File: src/rtl/ps2_key_decoder.sv
// ps2_key_decoder
//   Turns raw PS/2 keyboard frames into game controls: four paddles with an
//   up/down held level each, a start pulse on Space, a mode toggle on Esc,
//   a pulse on every key release and a pulse on every malformed frame.
//
// Ports
//   clk          50 MHz system clock (only clock)
//   reset        synchronous, active-low
//   ps2d, ps2c   raw PS/2 data / clock lines (asynchronous)
//   KEY_UP_n     paddle n up key held   (1: W, 2: E0 75, 3: T, 4: keypad 8)
//   KEY_DOWN_n   paddle n down key held (1: S, 2: E0 72, 3: G, 4: keypad 2)
//   start_ball   one-cycle pulse on the first make of Space
//   state        mode flag, toggled on the first make of Esc
//   key_release  one-cycle pulse on every complete break sequence
//   frame_err    one-cycle pulse on bad start/parity/stop bit or timeout
//
// Parameters
//   FILTER_LEN   consecutive equal ps2c samples needed to move the filtered clock
//   TIMEOUT      idle cycles after which a partial frame is abandoned

module ps2_key_decoder #(
  parameter int FILTER_LEN = 8,
  parameter int TIMEOUT    = 50000
) (
  input  logic clk,
  input  logic reset,
  input  logic ps2d,
  input  logic ps2c,
  output logic KEY_UP_1,
  output logic KEY_DOWN_1,
  output logic KEY_UP_2,
  output logic KEY_DOWN_2,
  output logic KEY_UP_3,
  output logic KEY_DOWN_3,
  output logic KEY_UP_4,
  output logic KEY_DOWN_4,
  output logic start_ball,
  output logic state,
  output logic key_release,
  output logic frame_err
);

  localparam int FW = $clog2(FILTER_LEN + 1);
  localparam int TW = $clog2(TIMEOUT + 1);

  localparam logic [7:0] CODE_EXT = 8'hE0;
  localparam logic [7:0] CODE_BRK = 8'hF0;

  typedef enum logic [1:0] {
    IDLE,
    DATA,
    PARITY,
    STOP
  } rxState_e;

  // Input conditioning
  logic [1:0]    ps2cSync_q;
  logic [1:0]    ps2dSync_q;
  logic [FW-1:0] filtCnt_q;
  logic          fc_q;
  logic          fcPrev_q;
  logic          fall;
  logic          dataBit;

  // Receiver
  rxState_e      rxState_q;
  logic [2:0]    bitCnt_q;
  logic [7:0]    shift_q;
  logic          parity_q;
  logic [TW-1:0] toCnt_q;
  logic          rxDone_q;
  logic [7:0]    rxByte_q;
  logic          frameErr_q;

  // Decoder; keys bit order: UP_1, DOWN_1, UP_2, DOWN_2, UP_3, DOWN_3, UP_4, DOWN_4
  logic          ext_q, ext_d;
  logic          brk_q, brk_d;
  logic [7:0]    keys_q, keys_d;
  logic          spaceHeld_q, spaceHeld_d;
  logic          escHeld_q, escHeld_d;
  logic          modeState_q, modeState_d;
  logic          startBall_q, startBall_d;
  logic          keyRelease_q, keyRelease_d;
  logic [7:0]    keyHit;
  logic          spaceHit;
  logic          escHit;

  // Synchronizers reset to the idle-high line level so leaving reset never
  // looks like a clock edge. The filtered clock only follows the synchronized
  // clock once it has disagreed for FILTER_LEN consecutive samples.
  always_ff @(posedge clk) begin
    if (!reset) begin
      ps2cSync_q <= 2'b11;
      ps2dSync_q <= 2'b11;
      filtCnt_q  <= '0;
      fc_q       <= 1'b1;
      fcPrev_q   <= 1'b1;
    end else begin
      ps2cSync_q <= {ps2cSync_q[0], ps2c};
      ps2dSync_q <= {ps2dSync_q[0], ps2d};
      fcPrev_q   <= fc_q;
      if (ps2cSync_q[1] == fc_q) begin
        filtCnt_q <= '0;
      end else if (filtCnt_q == FW'(FILTER_LEN - 1)) begin
        fc_q      <= ps2cSync_q[1];
        filtCnt_q <= '0;
      end else begin
        filtCnt_q <= filtCnt_q + FW'(1);
      end
    end
  end

  assign fall    = fcPrev_q & ~fc_q;
  assign dataBit = ps2dSync_q[1];

  // Frame receiver. The timeout counter measures time since the last falling
  // edge and only runs while a frame is in progress.
  always_ff @(posedge clk) begin
    if (!reset) begin
      rxState_q  <= IDLE;
      bitCnt_q   <= '0;
      shift_q    <= '0;
      parity_q   <= 1'b0;
      toCnt_q    <= '0;
      rxDone_q   <= 1'b0;
      rxByte_q   <= '0;
      frameErr_q <= 1'b0;
    end else begin
      rxDone_q   <= 1'b0;
      frameErr_q <= 1'b0;
      if (rxState_q == IDLE || fall) begin
        toCnt_q <= '0;
      end else begin
        toCnt_q <= toCnt_q + TW'(1);
      end

      if (rxState_q != IDLE && toCnt_q == TW'(TIMEOUT)) begin
        rxState_q  <= IDLE;
        frameErr_q <= 1'b1;
        toCnt_q    <= '0;
      end else if (fall) begin
        case (rxState_q)
          IDLE: begin
            if (!dataBit) begin
              rxState_q <= DATA;
              bitCnt_q  <= '0;
            end else begin
              frameErr_q <= 1'b1;
            end
          end
          DATA: begin
            shift_q <= {dataBit, shift_q[7:1]};
            if (bitCnt_q == 3'd7) begin
              rxState_q <= PARITY;
            end else begin
              bitCnt_q <= bitCnt_q + 3'd1;
            end
          end
          PARITY: begin
            parity_q  <= dataBit;
            rxState_q <= STOP;
          end
          STOP: begin
            // Odd parity: data bits plus parity bit must hold an odd count of ones.
            if (dataBit && (^{shift_q, parity_q})) begin
              rxDone_q <= 1'b1;
              rxByte_q <= shift_q;
            end else begin
              frameErr_q <= 1'b1;
            end
            rxState_q <= IDLE;
          end
          default: rxState_q <= IDLE;
        endcase
      end
    end
  end

  // Key map, selected by whether an E0 prefix preceded the code.
  always_comb begin
    keyHit   = '0;
    spaceHit = 1'b0;
    escHit   = 1'b0;
    if (ext_q) begin
      case (rxByte_q)
        8'h75:   keyHit[2] = 1'b1;
        8'h72:   keyHit[3] = 1'b1;
        default: ;
      endcase
    end else begin
      case (rxByte_q)
        8'h1D:   keyHit[0] = 1'b1;
        8'h1B:   keyHit[1] = 1'b1;
        8'h2C:   keyHit[4] = 1'b1;
        8'h34:   keyHit[5] = 1'b1;
        8'h75:   keyHit[6] = 1'b1;
        8'h72:   keyHit[7] = 1'b1;
        8'h29:   spaceHit  = 1'b1;
        8'h76:   escHit    = 1'b1;
        default: ;
      endcase
    end
  end

  // Prefix tracking and held-key bookkeeping. Space and Esc act only on the
  // transition from released to held, so typematic repeats are ignored.
  always_comb begin
    ext_d        = ext_q;
    brk_d        = brk_q;
    keys_d       = keys_q;
    spaceHeld_d  = spaceHeld_q;
    escHeld_d    = escHeld_q;
    modeState_d  = modeState_q;
    startBall_d  = 1'b0;
    keyRelease_d = 1'b0;
    if (frameErr_q) begin
      ext_d = 1'b0;
      brk_d = 1'b0;
    end else if (rxDone_q) begin
      if (rxByte_q == CODE_EXT) begin
        ext_d = 1'b1;
      end else if (rxByte_q == CODE_BRK) begin
        brk_d = 1'b1;
      end else begin
        if (brk_q) begin
          keys_d       = keys_q & ~keyHit;
          keyRelease_d = 1'b1;
          if (spaceHit) spaceHeld_d = 1'b0;
          if (escHit)   escHeld_d   = 1'b0;
        end else begin
          keys_d = keys_q | keyHit;
          if (spaceHit) begin
            spaceHeld_d = 1'b1;
            startBall_d = ~spaceHeld_q;
          end
          if (escHit) begin
            escHeld_d = 1'b1;
            if (!escHeld_q) modeState_d = ~modeState_q;
          end
        end
        ext_d = 1'b0;
        brk_d = 1'b0;
      end
    end
  end

  always_ff @(posedge clk) begin
    if (!reset) begin
      ext_q        <= 1'b0;
      brk_q        <= 1'b0;
      keys_q       <= '0;
      spaceHeld_q  <= 1'b0;
      escHeld_q    <= 1'b0;
      modeState_q  <= 1'b0;
      startBall_q  <= 1'b0;
      keyRelease_q <= 1'b0;
    end else begin
      ext_q        <= ext_d;
      brk_q        <= brk_d;
      keys_q       <= keys_d;
      spaceHeld_q  <= spaceHeld_d;
      escHeld_q    <= escHeld_d;
      modeState_q  <= modeState_d;
      startBall_q  <= startBall_d;
      keyRelease_q <= keyRelease_d;
    end
  end

  assign KEY_UP_1    = keys_q[0];
  assign KEY_DOWN_1  = keys_q[1];
  assign KEY_UP_2    = keys_q[2];
  assign KEY_DOWN_2  = keys_q[3];
  assign KEY_UP_3    = keys_q[4];
  assign KEY_DOWN_3  = keys_q[5];
  assign KEY_UP_4    = keys_q[6];
  assign KEY_DOWN_4  = keys_q[7];
  assign start_ball  = startBall_q;
  assign state       = modeState_q;
  assign key_release = keyRelease_q;
  assign frame_err   = frameErr_q;

endmodule

File: config.mk
export PLATFORM = sky130hd
export DESIGN_NAME = ps2_key_decoder
export DESIGN_NICKNAME = d
export VERILOG_FILES = /design/src/rtl/ps2_key_decoder.sv
export SDC_FILE = /design/constraint.sdc
export NUM_CORES = 1
export LEC_CHECK = 0
export BUFFER_PORTS_ARGS = -buffer_cell sky130_fd_sc_hd__buf_2
export CAP_MARGIN = 20
export CORE_MARGIN = 1.5
export CORE_UTILIZATION = 40
export CTS_CLUSTER_SIZE = 28
export DETAILED_ROUTE_END_ITERATION = 6
export HOLD_SLACK_MARGIN = 0.06
export PLACE_DENSITY = 0.56
export SLEW_MARGIN = 20
export SYNTH_ARGS = -nofsm -noshare
export SYNTH_HDL_FRONTEND = slang
export SYNTH_SLANG_ARGS = --single-unit
File: constraint.sdc
create_clock -name clk -period 2.95 [get_ports clk]
set_input_delay 0.1475 -clock clk [delete_from_list [all_inputs] [get_ports clk]]
set_output_delay 0.1475 -clock clk [all_outputs]
set_load 0.02 [all_outputs]
==> impl_metrics.yaml <==
route:
  postRouteAntennaNets: 0
  wl_um: 5290
  route.vias.total: 2116
  vias_per_cell: 4.88
  firstDrtPassIters: 4
  wl_per_cell_um: 12.2
  drt_iter0_markers: 95
  drc: 0
clocking:
  postCtsResizedCells: 0
  clk_latency_ns: 0.34
  path_clk_slew_ns: 0.07
  htreeDepth: 3
  cts_made_buffers: 9
  cts_tree: "done"
  cts_buffer_depth: 2
  cts_root_buffer: "clkbuf_8"
  cts.sinks: 65
global_route:
  grt_usage_pct: 15.7
  grt_overflow_total: 0
  grt_pass1_vias: 1976
  grt_max_degree: 28
  grt_pass1_wl_um: 9450
  grt_antenna_before_repair: 0
worst_setup_path:
  critPathMaxFanout: 16
  r2r_start: "rxState_q[0]"
  crit_arrival_ns: 2.32
  reg2regPathDepth: 7
  cp.required_ns: 3.22
  cp-start-kind: "flip-flop"
  end_kind: "flip-flop"
  r2r_setup_slack_ns: 0.90
  timing.rr.end: "toCnt_q[11]"
  path_class: "reg -> reg"
logic_synthesis:
  synth_common_cells: "dfxtp_1, nor2_1, nand2_1"
  yosys_warnings: 0
  synthAdderAreaFrac_pct: 4.32
  synth_cell_types: 44
  synth-seq-area-share_pct: 45.0
  synth_area_leaders: "dfxtp_1, mux2i_1, nor2_1"
  synth_flop_cell: "dfxtp_1"
  synth_top_family_by_area: "simple AND/OR/NAND/NOR gates"
  ys_ff_latch: 65
  synth_nets: 328
  syn_inst: 314
  syn_area_sq_um: 2890
  synthSimpleGateAreaFrac_pct: 27.6
  synth_top_cell_by_area: "dfxtp_1"
  synthMuxAreaShare_pct: 7.61
  synth-async-reset-ratio_pct: 0
  synth_compound_area_share_pct: 3.63
  synth_top_area_share_pct: 45.0
  synth-edff-count: 0
  syn_avg_cell_area_sq_um: 9.22
  yosysMostFrequentCell: "dfxtp_1"
  synth_xor_area_share_pct: 8.34
run_status:
  status: "complete, no violations"
timing:
  setup_viol: 0
  worst_pin_slew_ns: 0.557
  tns_ns: 0
  fin_crit_ns: 2.05
  max-slew-margin-rel_pct: 62.8
  max_clock_freq_mhz: 489
  slew_violations: 0
  finalCritPeriodShare_pct: 69.3
  finClkSkew_ns: 0.0114
  hold_viol: 0
  rsz0062_at_grt: "false"
final_layout:
  fin_area_sq_um: 3280
  final_nets: 348
  syn_to_final_growth_pct: 13.4
  drive_gt1_share_pct: 12.4
  n_antenna_cell: 0
floorplan:
  floorplan.die_area_sq_um: 7750
  core_area_sq_um: 6910
  initial_core_util_pct: 41.9
  rows: 30
  chipHeight_um: 88.1
  die_x_um: 88.1
  io_pins: 16
worst_hold_path:
  whs_endpoint: "fc_q"
  min_path_cells: 2
  min_path_type: "in -> reg"
  min-delay-start: "reset"
pwr:
  comb_power_share_pct: 1.2
  p_seq_share_pct: 50.9
  power.switching_uw: 351
  clkPwrFrac_pct: 47.8
  switching_share_pct: 20.3
  vdd_drop_max_mv: 0.432
  p_int_uw: 1380
  leakage_uw: 0.00121
  power_density_nw_per_um2: 528
run:
  drv_cap: 0
placed_design:
  portBuffers: 15
  hpwl_um: 3570
  place_area_sq_um: 3040
  gp_congestion: 0.802
worst max path at each step:
stage                     slack (ns)         start     endpoint  depth (start not counted)
after floorplan                 1.15  rxState_q[0]   toCnt_q[2]                          9
after CTS                       0.87  rxState_q[0]   toCnt_q[5]                          7
after detailed placement        0.89  rxState_q[0]  toCnt_q[14]                          7
after global routing            0.67  rxState_q[0]  toCnt_q[13]                          7
after global placement          0.94  rxState_q[0]  toCnt_q[11]                          7
final                           0.90  rxState_q[0]  toCnt_q[11]                          7
cell families (layout without fill, tap and decap cells):
| kind of cell | count (synthesis) | in the layout |
|---|---|---|
| AND/OR/NAND/NOR | 152 | 152 |
| buffers and inverters | 22 | 46 |
| flip-flops | 65 | 65 |
| multiplexers | 22 | 22 |
| AO/OA/AOI/OAI | 18 | 18 |
| adder cells (fa/ha/maj) | 10 | 10 |
| XOR/XNOR | 25 | 25 |
area by class of cell:
class                           count  area (sq um)
Clock buffer                       10           138
Clock inverter                      5          80.1
Fill cell                         677          3630
Inverter                           13          48.8
Multi-Input combinational cell    227          1490
Sequential cell                    65          1300
Tap cell                           96           120
Timing Repair Buffer               18           103
layout by cell type, fill, tap and decap left out, types with 2 or more instances in the layout:
master and count:
inv_1 12, nor3_1 7, or2_2 2, nor4bb_1 4, xor2_1 12, nor4b_1 2, a211oi_1 3, o21ai_0 2
mux2i_1 22, and3_1 4, nand2b_1 6, dlygate4sd3_1 2, nand2_1 29, bufinv_16 2, clkinvlp_4 2, xnor2_1 11
buf_2 15, ha_1 10, nor2b_1 4, nand3_1 13, clkbuf_8 10, nand4_1 10, a21oi_1 11, and4bb_2 3
nor4_1 4, nor2_1 51, or3_1 2, dfxtp_1 65
power groups by stage:
stage                     clock, uW  sequential [uW]  combinational, uW
after global placement            0              902               20.0
final                           828              882               21.3
after CTS                       850              882               22.1
after global routing            905              882               24.4
after floorplan                   0              901               14.9
after detailed placement          0              902               20.1
layer usage:
| layer | global-route usage [%] | vias up | share of wire [%] | wire length, um |
|---|---|---|---|---|
| li1 | - | 1111 | - | - |
| met5 | 0 | - | 0 | 0 |
| met4 | 5.54 | 0 | 0.91 | 48 |
| met2 | 23.4 | 41 | 44 | 2310 |
| met1 | 21.6 | 960 | 51 | 2720 |
| met3 | 4.81 | 4 | 4.2 | 220 |
per-stage QoR:
stage | util, % | cells | total power [uW] | setup slack [ns] | hold slack, ns
2_1_floorplan | - | 314 | 916 | 1.15 | 0.249
4_1_cts | 47.5 | 434 | 1750 | 0.872 | 0.203
3_5_place_dp | 44.1 | 417 | 922 | 0.890 | 0.333
3_3_place_gp | 44.1 | 417 | 922 | 0.939 | 0.329
6_report | 47.5 | 434 | 1730 | 0.904 | 0.204
5_1_grt | 47.5 | 434 | 1810 | 0.669 | 0.228
critical path, stage by stage (launching register included):
cell and delay, ns:
dfxtp_1 0.33, inv_1 0.12, ha_1 0.27, and4bb_2 0.26
nand4_2 0.13, nand2_2 0.08, or3_1 0.62, nor2_1 0.18
timing repair:
action,in CTS,in global routing
hold buffers,2,0
setup buffers,0,0
hold endpoints to repair,2,0
Note: power is estimated with default switching activity, not from simulation.
